==> src/rtl/div_pkg.sv <==
// div_pkg: shared types, defaults and helpers for the divider result path.
//   TAMANYO_DEF     default operand/result width
//   PROFUNDIDAD_DEF default result FIFO depth (power of two, >= 2)
//   div_result_t    {coc, res} pair at the default width
//   div_latency()   fixed latency of the pipelined divider, 2*tamanyo+1
package div_pkg;
  localparam int TAMANYO_DEF     = 32;
  localparam int PROFUNDIDAD_DEF = 8;

  typedef struct packed {
    logic [TAMANYO_DEF-1:0] coc;
    logic [TAMANYO_DEF-1:0] res;
  } div_result_t;

  function automatic int div_latency(input int tamanyo);
    return 2 * tamanyo + 1;
  endfunction
endpackage

==> src/rtl/div_result_collector_if.sv <==
// div_result_collector_if: divider-side and consumer-side signals of the
// result collector.
//   Start/Done/Coc/Res  divider issue strobe and result strobe/data
//   Issue_ok            credit back to the issuer
//   Out_*               valid/ready result stream to the consumer
// slave = collector side, master = environment side.
interface div_result_collector_if
  import div_pkg::*;
  #(parameter int tamanyo = TAMANYO_DEF);
  logic               Start;
  logic               Done;
  logic [tamanyo-1:0] Coc;
  logic [tamanyo-1:0] Res;
  logic               Issue_ok;
  logic               Out_valid;
  logic               Out_ready;
  logic [tamanyo-1:0] Out_coc;
  logic [tamanyo-1:0] Out_res;

  modport slave  (input  Start, Done, Coc, Res, Out_ready,
                  output Issue_ok, Out_valid, Out_coc, Out_res);
  modport master (output Start, Done, Coc, Res, Out_ready,
                  input  Issue_ok, Out_valid, Out_coc, Out_res);
endinterface

==> src/rtl/div_result_fifo.sv <==
// div_result_fifo: first-word-fall-through FIFO of {coc, res} pairs.
//   clk, rst_n       clock, async active-low reset
//   push, wr_coc/res write request and data
//   pop              read request (ignored while empty)
//   rd_coc/res       head entry, forced to zero while empty
//   count            occupancy 0..profundidad
//   empty            count == 0
//   push_ok          push accepted this cycle (a full FIFO accepts only
//                    alongside a pop)
module div_result_fifo
  import div_pkg::*;
  #(parameter int tamanyo     = TAMANYO_DEF,
    parameter int profundidad = PROFUNDIDAD_DEF)
  (input  logic                               clk,
   input  logic                               rst_n,
   input  logic                               push,
   input  logic [tamanyo-1:0]                 wr_coc,
   input  logic [tamanyo-1:0]                 wr_res,
   input  logic                               pop,
   output logic [tamanyo-1:0]                 rd_coc,
   output logic [tamanyo-1:0]                 rd_res,
   output logic [$clog2(profundidad+1)-1:0]   count,
   output logic                               empty,
   output logic                               push_ok);

  localparam int CW = $clog2(profundidad + 1);
  localparam int PW = $clog2(profundidad);

  typedef struct packed {
    logic [tamanyo-1:0] coc;
    logic [tamanyo-1:0] res;
  } entry_t;

  entry_t          mem [profundidad];
  logic [PW-1:0]   wr_ptr, rd_ptr;
  logic            full, pop_ok;

  assign full    = (count == CW'(profundidad));
  assign empty   = (count == '0);
  assign pop_ok  = pop && !empty;
  assign push_ok = push && (!full || pop_ok);

  // Pointers are exactly log2(depth) bits, so they wrap on their own;
  // full/empty come from count rather than pointer comparison.
  always_ff @(posedge clk or negedge rst_n) begin
    if (!rst_n) begin
      wr_ptr <= '0;
      rd_ptr <= '0;
      count  <= '0;
    end else begin
      if (push_ok) wr_ptr <= wr_ptr + 1'b1;
      if (pop_ok)  rd_ptr <= rd_ptr + 1'b1;
      case ({push_ok, pop_ok})
        2'b10:   count <= count + 1'b1;
        2'b01:   count <= count - 1'b1;
        default: ;
      endcase
    end
  end

  // Storage needs no reset: the head is masked to zero whenever empty.
  always_ff @(posedge clk) begin
    if (push_ok) mem[wr_ptr] <= '{coc: wr_coc, res: wr_res};
  end

  assign rd_coc = empty ? '0 : mem[rd_ptr].coc;
  assign rd_res = empty ? '0 : mem[rd_ptr].res;
endmodule

==> src/rtl/div_result_collector.sv <==
// div_result_collector: buffers divider results and grants issue credit.
//   CLK, RSTa     clock, async active-low reset (shared with the divider)
//   bus           div_result_collector_if.slave (Start/Done/Coc/Res in,
//                 Issue_ok out, Out_valid/Out_ready/Out_coc/Out_res stream)
//   Count         FIFO occupancy
//   Overflow     sticky: a result arrived with the FIFO full and no pop
//   Protocol_err sticky: Start without credit, or Done with nothing in flight
module div_result_collector
  import div_pkg::*;
  #(parameter int tamanyo     = TAMANYO_DEF,
    parameter int profundidad = PROFUNDIDAD_DEF)
  (input  logic                              CLK,
   input  logic                              RSTa,
   div_result_collector_if.slave             bus,
   output logic [$clog2(profundidad+1)-1:0]  Count,
   output logic                              Overflow,
   output logic                              Protocol_err);

  localparam int CW = $clog2(profundidad + 1);

  logic [CW-1:0] in_flight;
  logic [CW:0]   committed;
  logic          empty, push_ok, pop;
  logic          start_nocredit, done_orphan;

  // Every slot is either occupied or promised to an in-flight division;
  // credit is granted only while at least one slot remains uncommitted.
  assign committed    = {1'b0, Count} + {1'b0, in_flight};
  assign bus.Issue_ok = (committed < (CW+1)'(profundidad));

  assign bus.Out_valid = !empty;
  assign pop           = bus.Out_valid && bus.Out_ready;

  assign start_nocredit = bus.Start && !bus.Issue_ok;
  assign done_orphan    = bus.Done && (in_flight == '0);

  div_result_fifo #(.tamanyo(tamanyo), .profundidad(profundidad)) u_fifo (
    .clk     (CLK),
    .rst_n   (RSTa),
    .push    (bus.Done),
    .wr_coc  (bus.Coc),
    .wr_res  (bus.Res),
    .pop     (pop),
    .rd_coc  (bus.Out_coc),
    .rd_res  (bus.Out_res),
    .count   (Count),
    .empty   (empty),
    .push_ok (push_ok)
  );

  always_ff @(posedge CLK or negedge RSTa) begin
    if (!RSTa) begin
      in_flight    <= '0;
      Overflow     <= 1'b0;
      Protocol_err <= 1'b0;
    end else begin
      // Saturate at both ends so a misbehaving issuer cannot wrap the count.
      case ({bus.Start, bus.Done})
        2'b10: if (in_flight != CW'(profundidad)) in_flight <= in_flight + 1'b1;
        2'b01: if (in_flight != '0)               in_flight <= in_flight - 1'b1;
        default: ;
      endcase
      if (bus.Done && !push_ok)          Overflow     <= 1'b1;
      if (start_nocredit || done_orphan) Protocol_err <= 1'b1;
    end
  end
endmodule

==> src/flat_wrapper.sv <==
// flat-port wrapper written by rule: the top's interface ports become plain ports
module div_result_collector_flat import div_pkg::*;
#(parameter int tamanyo     = TAMANYO_DEF,
    parameter int profundidad = PROFUNDIDAD_DEF)
  (CLK, RSTa, Count, Overflow, Protocol_err, bus_Start, bus_Done, bus_Coc, bus_Res, bus_Out_ready, bus_Issue_ok, bus_Out_valid, bus_Out_coc, bus_Out_res);
  div_result_collector_if #(.tamanyo(tamanyo)) bus_i ();
  input  logic CLK;
  input  logic RSTa;
  output logic [$clog2(profundidad+1)-1:0] Count;
  output logic Overflow;
  output logic Protocol_err;
  input wire logic [$bits(bus_i.Start)-1:0] bus_Start;
  input wire logic [$bits(bus_i.Done)-1:0] bus_Done;
  input wire logic [$bits(bus_i.Coc)-1:0] bus_Coc;
  input wire logic [$bits(bus_i.Res)-1:0] bus_Res;
  input wire logic [$bits(bus_i.Out_ready)-1:0] bus_Out_ready;
  output wire logic [$bits(bus_i.Issue_ok)-1:0] bus_Issue_ok;
  output wire logic [$bits(bus_i.Out_valid)-1:0] bus_Out_valid;
  output wire logic [$bits(bus_i.Out_coc)-1:0] bus_Out_coc;
  output wire logic [$bits(bus_i.Out_res)-1:0] bus_Out_res;
  assign bus_i.Start = bus_Start;
  assign bus_i.Done = bus_Done;
  assign bus_i.Coc = bus_Coc;
  assign bus_i.Res = bus_Res;
  assign bus_i.Out_ready = bus_Out_ready;
  assign bus_Issue_ok = bus_i.Issue_ok;
  assign bus_Out_valid = bus_i.Out_valid;
  assign bus_Out_coc = bus_i.Out_coc;
  assign bus_Out_res = bus_i.Out_res;
  div_result_collector #(.tamanyo(tamanyo), .profundidad(profundidad)) u_core (.CLK(CLK), .RSTa(RSTa), .bus(bus_i), .Count(Count), .Overflow(Overflow), .Protocol_err(Protocol_err));
endmodule
==> config.mk <==
export PLATFORM = sky130hd
export DESIGN_NAME = div_result_collector_flat
export DESIGN_NICKNAME = d
export VERILOG_FILES = /design/src/rtl/div_pkg.sv /design/src/rtl/div_result_collector_if.sv /design/src/rtl/div_result_fifo.sv /design/src/rtl/div_result_collector.sv /design/src/flat_wrapper.sv
export SDC_FILE = /design/constraint.sdc
export NUM_CORES = 1
export LEC_CHECK = 0
export BUFFER_PORTS_ARGS = -buffer_cell sky130_fd_sc_hd__buf_2
export CAP_MARGIN = 20
export CORE_MARGIN = 4
export CORE_UTILIZATION = 30
export CTS_CLUSTER_SIZE = 28
export DETAILED_ROUTE_END_ITERATION = 8
export PLACE_DENSITY = 0.54
export SLEW_MARGIN = 10
export SYNTH_ARGS = -nofsm -noshare
export SYNTH_HDL_FRONTEND = slang
export SYNTH_SLANG_ARGS = --single-unit
==> constraint.sdc <==
create_clock -name CLK -period 8.7 [get_ports CLK]
set_input_delay 1.74 -clock CLK [delete_from_list [all_inputs] [get_ports CLK]]
set_output_delay 1.74 -clock CLK [all_outputs]
set_load 0.1 [all_outputs]
==> summary.txt <==
Status
  • Outcome: completed

Yosys
  • Cells taking the most area after synthesis: edfxtp_1 75%, mux4_2 14%, mux2i_1 3.4%
  • Adder-Cell Fraction of Synth Area: 0.744%
  • Synth Area in Simple Gates: 2.08%
  • Number of flops mapped to enable cells by yosys: 512
  • Cell count after synthesis: 919
  • Sequential share of the synthesized area: 76.8%
  • Mux share of post-synthesis cell area: 17.7%
  • Flop and latch count out of synthesis: 528
  • Synth unique cells: 38
  • Cell taking the most area after synthesis: edfxtp_1
  • XOR/XNOR Fraction of Synth Area: 0.384%
  • Mapped Area: 20500 sq um
  • Top cell type's share of synthesized area: 74.9%
  • Ys flop type: edfxtp_1
  • Largest family of logic cells by synthesized area: multiplexers
  • Ys async rst share: 3.03%
  • Syn Area/Cell: 22.3 sq um
  • Compound-cell area share of the yosys netlist: 0.585%
  • Yosys warns: 0
  • Syn nets: 999

Drt
  • Pre-antenna DRT Iters: 5
  • DR DRC count: 0
  • Vias per inst: 4.76
  • DRT Wirelength: 45200 microns
  • First DRT Iteration DRCs: 644
  • Number of antenna-violating nets in the routed design: 0
  • WL/cell: 22.5 microns
  • Via count: 9570

Global routing
  • Antenna violations before repair: 7
  • Gr ovfl total: 0
  • GRT Overall Usage: 12.3%
  • Largest net degree at the start of global routing: 80
  • First-pass GRT wire length: 67800 microns
  • Number of global-route vias before repair: 10.4k

Clock network
  • Gates resized, CTS repair: 0
  • Clock Sinks: 528
  • Reg clk slew, reported paths: 60 ps
  • CTS Buffer Depth: 3
  • CTS tree: built
  • Clk_lat worst skew: 600 ps
  • Hold_buf cts: 0
  • CTS root buf: clkbuf_16
  • Clock buffer count from CTS: 55
  • Post-CTS Setup Repair Bufs: 0
  • H-tree depth: 2

Setup path
  • Crit end category: output pin
  • WS Path Type: flip-flop to output pin
  • Arrival time at the worst endpoint: 3440 ps
  • Worst EP required: 6960 ps
  • Max Fanout on Critical Path: 51
  • CP Launch Type: flip-flop

Flow run
  • Maxcap violations: 0

Floorplan
  • FP Rows: 95
  • Die width: 270 microns
  • Die ar.: 72700 sq um
  • Die Y: 270 microns
  • Io pins: 141
  • Initial Util: 30.4%
  • Core footprint: 67500 sq um

STA
  • Rel. slew slack: 29.1%
  • Fin crit period: 5180 ps
  • Max Clock Freq: 193 MHz
  • Final setup viols: 0
  • Max Clock Skew: 20.7 ps
  • Slew Viols, Final: 0
  • Final worst-path cycle share: 59.6%
  • Setup TNS: 0 ps
  • RSZ-0062 raised after global routing: no
  • Measured slew at the worst slew-check pin: 1060 ps
  • Final hold vios: 0

Layout
  • # fillers: 6280
  • Non-Filler Instances: 2011
  • Layout cells sized above 1: 34.8%
  • Nets@finish: 1170
  • Most frequent cells in the layout: 512 x edfxtp_1, 140 x buf_2, 128 x mux4_2, 69 x mux2i_1, 67 x nor2_1
  • Most common cell after layout, fill and taps aside: edfxtp_1
  • Area growth from synthesis to layout: 17.2%

Place
  • GP Congestion: 0.697
  • Placed insts: 1906
  • Detail Placement HPWL: 25000 microns
  • IO buf count: 140

Min path
  • Hold WC Path Type: flip-flop to flip-flop
metal layers:
metal	routed length, microns	GRT usage, %	part of all wire [%]
met1	19500	16.0	43
met2	22800	21.1	50
met3	1760	2.15	3.9
met4	1120	3.96	2.5
met5	27	0	0.060
cell usage after synthesis, types with 2 or more instances:
library cell and count:
xor2_1 2, nor2b_1 2, buf_6 13, o22ai_1 2, mux2i_1 69, ha_1 9
nor3_1 3, inv_1 8, a21oi_1 3, buf_2 21, nand3_1 4, nor2_1 74
mux2_2 2, buf_4 5, fa_1 2, mux4_2 128, xnor2_1 7, mux2_1 2
dfrtp_1 16, or3_4 2, a31o_2 2, edfxtp_1 512, clkbuf_1 5, nand2_1 9
nand2b_1 4
registers in the layout, indices dropped and copies added (netlist names):
name                  cells
u_core.Protocol_err       1
u_core.u_fifo.count       4
u_core.in_flight          4
u_core.u_fifo.wr_ptr      3
u_core.u_fifo.mem       512
u_core.Overflow           1
u_core.u_fifo.rd_ptr      3
worst paths after layout:
| kind | from | to | slack (ps) | cells past startpoint |
|---|---|---|---|---|
| min in group asynchronous | RSTa | u_core.in_flight[2] | 1060 | 1 |
| max in group asynchronous | RSTa | u_core.u_fifo.rd_ptr[2] | 7310 | 1 |
| setup / recovery | u_core.u_fifo.rd_ptr[1] | bus_Out_res[26] | 3520 | 5 |
| hold / removal | u_core.Overflow | u_core.Overflow | 490 | 1 |
| hold reg to reg | u_core.Overflow | u_core.Overflow | 490 | 1 |
| setup reg to reg | u_core.u_fifo.count[1] | u_core.u_fifo.count[3] | 5520 | 10 |
critical path: stages (launching register included):
cell and delay [ps]:
dfrtp_4 810, buf_4 780, mux4_2 380, mux2i_1 70, nor2_1 230, buf_2 480
cell type report:
| type | instances | area (sq um) | area share [%] |
|---|---|---|---|
| inverter | 9 | 33.8 | 0.140 |
| clock inverter | 36 | 398 | 1.65 |
| timing repair buffer | 158 | 848 | 3.52 |
| tap | 873 | 1090 | 4.54 |
| clock buffer | 67 | 1430 | 5.95 |
| antenna | 2 | 5.00 | 0.0208 |
| sequential | 528 | 15800 | 65.6 |
| multi-input combinational | 338 | 4480 | 18.6 |
per-stage QoR:
| step | worst slack, ps | hold slack [ps] | utilization, % | cell area, sq um |
|---|---|---|---|---|
| 6_report | 3520 | 490 | 35.7 | 24100 |
| 5_1_grt | 3300 | 527 | 35.7 | 24100 |
| 4_1_cts | 3330 | 495 | 35.6 | 24100 |
| 3_5_place_dp | 4010 | 483 | 32.9 | 22200 |
| 3_3_place_gp | 4040 | 476 | 32.9 | 22200 |
| 2_1_floorplan | 589 | 480 | - | 20500 |
cell families after synthesis:
| group | count (synthesis) |
|---|---|
| adder cells (fa/ha/maj) | 11 |
| flip-flops | 528 |
| AO/OA/AOI/OAI | 15 |
| multiplexers | 202 |
| buffers and inverters | 53 |
| XOR/XNOR | 9 |
| AND/OR/NAND/NOR | 101 |
Power is not shown: default switching activity piles up to over one toggle a cycle in this logic, so the estimate is an artifact.
